**src/rtl/clk_div_bank.sv**
```systemverilog
// clk_div_bank: bank of NCH runtime-programmable clock dividers with tick pulses
//   clkin, rst_n              system clock, asynchronous active-low reset
//   ch_en[NCH]                per-channel run enable; a disabled channel sits at phase 0
//   resync                    restarts every channel at phase 0 and applies pending divisors
//   cfg_wr, cfg_ch, cfg_div   divisor write strobe, target channel, divisor (0 treated as 1)
//   cfg_ack[NCH]              one-cycle pulse when a pending divisor takes effect
//   clk_out[NCH], tick[NCH]   divided clock and once-per-period enable pulse
module clk_div_bank #(
    parameter int NCH = 4,
    parameter int CW = 16,
    parameter int DEF_DIV = 2,
    localparam int CHW = (NCH > 1) ? $clog2(NCH) : 1
) (
    input  logic           clkin,
    input  logic           rst_n,
    input  logic [NCH-1:0] ch_en,
    input  logic           resync,
    input  logic           cfg_wr,
    input  logic [CHW-1:0] cfg_ch,
    input  logic [CW-1:0]  cfg_div,
    output logic [NCH-1:0] cfg_ack,
    output logic [NCH-1:0] clk_out,
    output logic [NCH-1:0] tick
);
    logic [CW-1:0] wr_div;
    assign wr_div = (cfg_div == '0) ? CW'(1) : cfg_div;
    for (genvar i = 0; i < NCH; i++) begin : g_ch
        logic [CW-1:0] cnt_q, cnt_d, div_q, div_d, pdiv_q, pdiv_d;
        logic pend_q, pend_d, clk_q, clk_d, tick_q, tick_d, ack_q, ack_d;
        logic wr, wrap, run, apply;
        assign wr = cfg_wr && (cfg_ch == CHW'(i));
        assign wrap = cnt_q == div_q - CW'(1);
        assign run = !resync && ch_en[i];
        // An enabled channel holds a pending divisor until its wrap so the running
        // period always completes; resync also takes a write from the same cycle.
        assign apply = resync ? (pend_q || wr) : (pend_q && (!ch_en[i] || wrap));
        always_comb begin
            cnt_d = (!run || wrap) ? '0 : cnt_q + CW'(1);
            clk_d = run && (cnt_q < (div_q >> 1));
            tick_d = run && wrap;
            ack_d = apply;
            div_d = apply ? ((resync && wr) ? wr_div : pdiv_q) : div_q;
            pend_d = !resync && (wr || (pend_q && !apply));
            pdiv_d = wr ? wr_div : pdiv_q;
        end
        always_ff @(posedge clkin or negedge rst_n) begin
            if (!rst_n) begin
                cnt_q <= '0;
                div_q <= CW'(DEF_DIV);
                pdiv_q <= '0;
                pend_q <= 1'b0;
                clk_q <= 1'b0;
                tick_q <= 1'b0;
                ack_q <= 1'b0;
            end else begin
                cnt_q <= cnt_d;
                div_q <= div_d;
                pdiv_q <= pdiv_d;
                pend_q <= pend_d;
                clk_q <= clk_d;
                tick_q <= tick_d;
                ack_q <= ack_d;
            end
        end
        assign clk_out[i] = clk_q;
        assign tick[i] = tick_q;
        assign cfg_ack[i] = ack_q;
    end
endmodule
```
**config.mk**
```make
export PLATFORM = sky130hd
export DESIGN_NAME = clk_div_bank
export DESIGN_NICKNAME = d
export VERILOG_FILES = /design/src/rtl/clk_div_bank.sv
export SDC_FILE = /design/constraint.sdc
export NUM_CORES = 1
export LEC_CHECK = 0
export ABC_AREA = 1
export BUFFER_PORTS_ARGS = -buffer_cell sky130_fd_sc_hd__buf_4
export CAP_MARGIN = 20
export CELL_PAD_IN_SITES_DETAIL_PLACEMENT = 0
export CELL_PAD_IN_SITES_GLOBAL_PLACEMENT = 1
export CORE_UTILIZATION = 51
export CTS_CLUSTER_DIAMETER = 40
export DETAILED_ROUTE_END_ITERATION = 8
export GPL_ROUTABILITY_DRIVEN = 0
export PLACE_DENSITY_LB_ADDON = 0.12
export SLEW_MARGIN = 20
export SYNTH_ARGS = -nofsm -noshare
export SYNTH_HDL_FRONTEND = slang
export SYNTH_SLANG_ARGS = --single-unit
```
**constraint.sdc**
```tcl
create_clock -name clkin -period 6.1 [get_ports clkin]
set_input_delay 1.525 -clock clkin [delete_from_list [all_inputs] [get_ports clkin]]
set_output_delay 1.525 -clock clkin [all_outputs]
set_load 0.01 [all_outputs]
```
==> results.json <==
{
  "cp_num_buf_inv": 4,
  "drv_slew": 0,
  "dpl-instance-area_um2": 13660,
  "cts.repair.resized": 0,
  "outcome": "finished clean",
  "first_pass_iters": 5,
  "cts_buffers": 35,
  "drtAntennaViolNets": 0,
  "drt_iter0_drc": 737,
  "n_antenna_cell": 0,
  "startpoint": "cfg_ch[0]",
  "grt_max_degree": 108,
  "syn_area_per_cell_um2": 7.246,
  "worstSetupPathType": "in -> reg",
  "path_delay_family": "simple AND/OR/NAND/NOR gates",
  "cts.hold.buffers_added": 0,
  "fmax_ghz": 0.2721,
  "cts_tree": "built",
  "initial_core_util": 0.5232,
  "via_per_inst": 5.161,
  "relSlewSlack": 0.4551,
  "io_pins": 38,
  "root_buffer": "clkbuf_16",
  "coreArea_um2": 25400,
  "rsz0062_at_grt": "no",
  "path_common_cell": "inv_1",
  "synth_edf_count": 0,
  "r2r_start": "g_ch[2].div_q[1]$_DFFE_PN1P_",
  "rr_endpoint": "g_ch[2].div_q[0]$_DFFE_PN0P_",
  "vias": 11401,
  "ys_types": 34,
  "first_global_vias": 10694,
  "worstSetupEndpoint": "g_ch[1].div_q[3]$_DFFE_PN0P_",
  "syn-num-nets": 1924,
  "final_cell_area_um2": 14820,
  "synthArstFlopShare": 1.000,
  "cts_max_level": 2,
  "rrSetupSlack_ns": 3.31,
  "arrival_ns": 4.06,
  "hold_viol": 0,
  "antenna_found_initial": 0,
  "drc": 0,
  "die_y_um": 163.4,
  "place_hpwl_um": 22690,
  "hold_depth": 2,
  "wl_per_cell_um": 14.23,
  "fillers": 2471,
  "worst-path-stages": 10,
  "portBuffers": 37,
  "cts_setup_buffers": 0,
  "cp.required_ns": 6.48,
  "critPathMaxStageDelay_ns": 0.51,
  "finClkSkew_ns": 0.01875,
  "holdCritPathClass": "reg -> reg",
  "maxCapViolCount": 0,
  "wl_um": 31430,
  "synthFlopType": "dfrtp_1",
  "area_growth_pct": 11.51,
  "irDropWorstVdd_v": 0.0003291,
  "rows": 58,
  "crit_fanout": 32,
  "tns_ns": 0,
  "clkTransAtPathRegs_ns": 0.05,
  "min_from": "g_ch[3].div_q[1]$_DFFE_PN1P_",
  "grt_overflow": 0,
  "clock_latency_ns": 0.51,
  "ys_ff_latch": 208,
  "synthCells": 1834,
  "ys_seq_area_frac": 0.3921,
  "worstMarginPinSlew_ns": 0.8174,
  "drive_gt1_frac": 0.08089,
  "synth_warnings": 0,
  "fin_crit_ns": 3.675,
  "num-nets-final": 1942,
  "syn_area_um2": 13290,
  "cts_max_path_buffers": 3,
  "fp.dieW_um": 163.4,
  "cpMaxStageDelayCell": "inv_1",
  "grtUsageTotal": 0.2458,
  "endpoint_kind": "register",
  "cp_cell_sequence": "buf_4, inv_1, nor3_1, inv_1, nor2_1, inv_1, nand2_2, nand2_4, nand2_1, nand2_1",
  "ff2ff_path_depth": 11,
  "grt_pass1_wl_um": 52960,
  "post-route-period-util": 0.6025,
  "power.leakage_nw": 7.474,
  "power_density_nw_per_um2": 347.2,
  "die_area_um2": 26710,
  "setup_viol": 0,
  "crit_path_start_kind": "input port",
  "cts.sink_count": 208
}
[cells in the mapped netlist (10+ instances only)]
library cell,n,area share
a21oi_1,52,0.020
nand3b_1,21,0.012
nand4_1,13,0.0061
nand2_1,545,0.15
nor2_1,169,0.048
nand3_1,153,0.058
nor3b_1,10,0.0056
dfrtp_1,204,0.38
ha_1,64,0.060
buf_4,20,0.011
clkbuf_1,22,0.0062
o21ai_0,151,0.057
nor3_1,41,0.015
xnor2_1,36,0.024
xor2_1,36,0.024
inv_1,214,0.060
[area by class of cell]
| type | count | area (µm²) | share of cell area |
|---|---|---|---|
| Clock inverter | 21 | 211.5 | 0.01427 |
| Clock buffer | 43 | 945.9 | 0.06383 |
| Tap cell | 330 | 412.9 | 0.02786 |
| Multi-Input combinational cell | 1351 | 6915 | 0.4667 |
| Timing Repair Buffer | 38 | 305.3 | 0.02060 |
| Inverter | 218 | 818.3 | 0.05522 |
| Sequential cell | 208 | 5210 | 0.3516 |
[metrics by stage]
stage                     power (mW)  cells  hold WS (ns)  utilization  setup slack, ns
after CTS                      5.191   2209        0.4765       0.5834            2.490
after floorplan                2.883   1834        0.4419            -            3.300
after global placement         3.201   2145        0.4545       0.5379            2.025
after global routing           5.519   2209        0.4907       0.5834            2.037
final                          5.145   2209        0.4764       0.5834            2.425
after detailed placement       3.232   2145        0.4675       0.5379            1.970
[state kept, by name, indices dropped and copies added (netlist names)]
register and flops:
g_ch.tick_q 4, g_ch.div_q 64, g_ch.cnt_q 64, g_ch.clk_q 4
g_ch.pdiv_q 64, g_ch.ack_q 4, g_ch.pend_q 4
[worst min path at each step]
stage,end,slack (ns)
final,g_ch[3].div_q[1]$_DFFE_PN1P_,0.48
after global placement,g_ch[3].div_q[1]$_DFFE_PN1P_,0.45
after global routing,g_ch[1].div_q[1]$_DFFE_PN1P_,0.49
after CTS,g_ch[3].div_q[1]$_DFFE_PN1P_,0.48
after floorplan,g_ch[3].div_q[0]$_DFFE_PN0P_,0.44
after detailed placement,g_ch[3].div_q[1]$_DFFE_PN1P_,0.47
[worst register-to-register path: stages (launching register included)]
cell and delay, ns:
dfstp_2 0.54, inv_1 0.07, ha_1 0.25, xnor2_1 0.20, xor2_1 0.17, nand4_1 0.12
nor2_1 0.16, nand2_1 0.14, nand2_2 0.53, nand2_4 0.30, nand2_1 0.14, nand2_1 0.06
[layer usage]
layer | routed length, µm | GRT usage | vias to the layer above | share of wire
li1 | - | - | 5912 | -
met1 | 15490 | 0.3555 | 5268 | 0.49
met2 | 14010 | 0.3827 | 186 | 0.45
met3 | 1400 | 0.03860 | 35 | 0.045
met4 | 533 | 0.06075 | 0 | 0.017
met5 | 0 | 0 | - | 0
[power breakdown]
part	total (mW)	internal [mW]	switching, mW
Sequential	1.78	1.57	0.210
Combinational	1.43	0.530	0.898
Clock	1.93	1.21	0.724
Total	5.14	3.31	1.83
[cell usage in the layout (no fill, tap or decap), types with 10 or more instances in the layout]
cell type,n
nor2_1,169
nor3b_1,10
a21oi_1,52
xnor2_1,36
nand2_1,545
nand3b_1,21
ha_1,64
buf_4,36
nand3_1,153
inv_1,214
dfrtp_1,204
xor2_1,36
o21ai_0,151
nand4_1,13
clkbuf_16,35
nor3_1,41
[cells by family after synthesis]
kind of cell | after synthesis | synth area share
xor+xnor | 72 | 0.04745
flops | 208 | 0.3921
simple gates | 1001 | 0.3301
compound gates | 214 | 0.08257
buf+inv | 275 | 0.08756
fa+ha+maj | 64 | 0.06026
(Power assumes the default switching activity.)
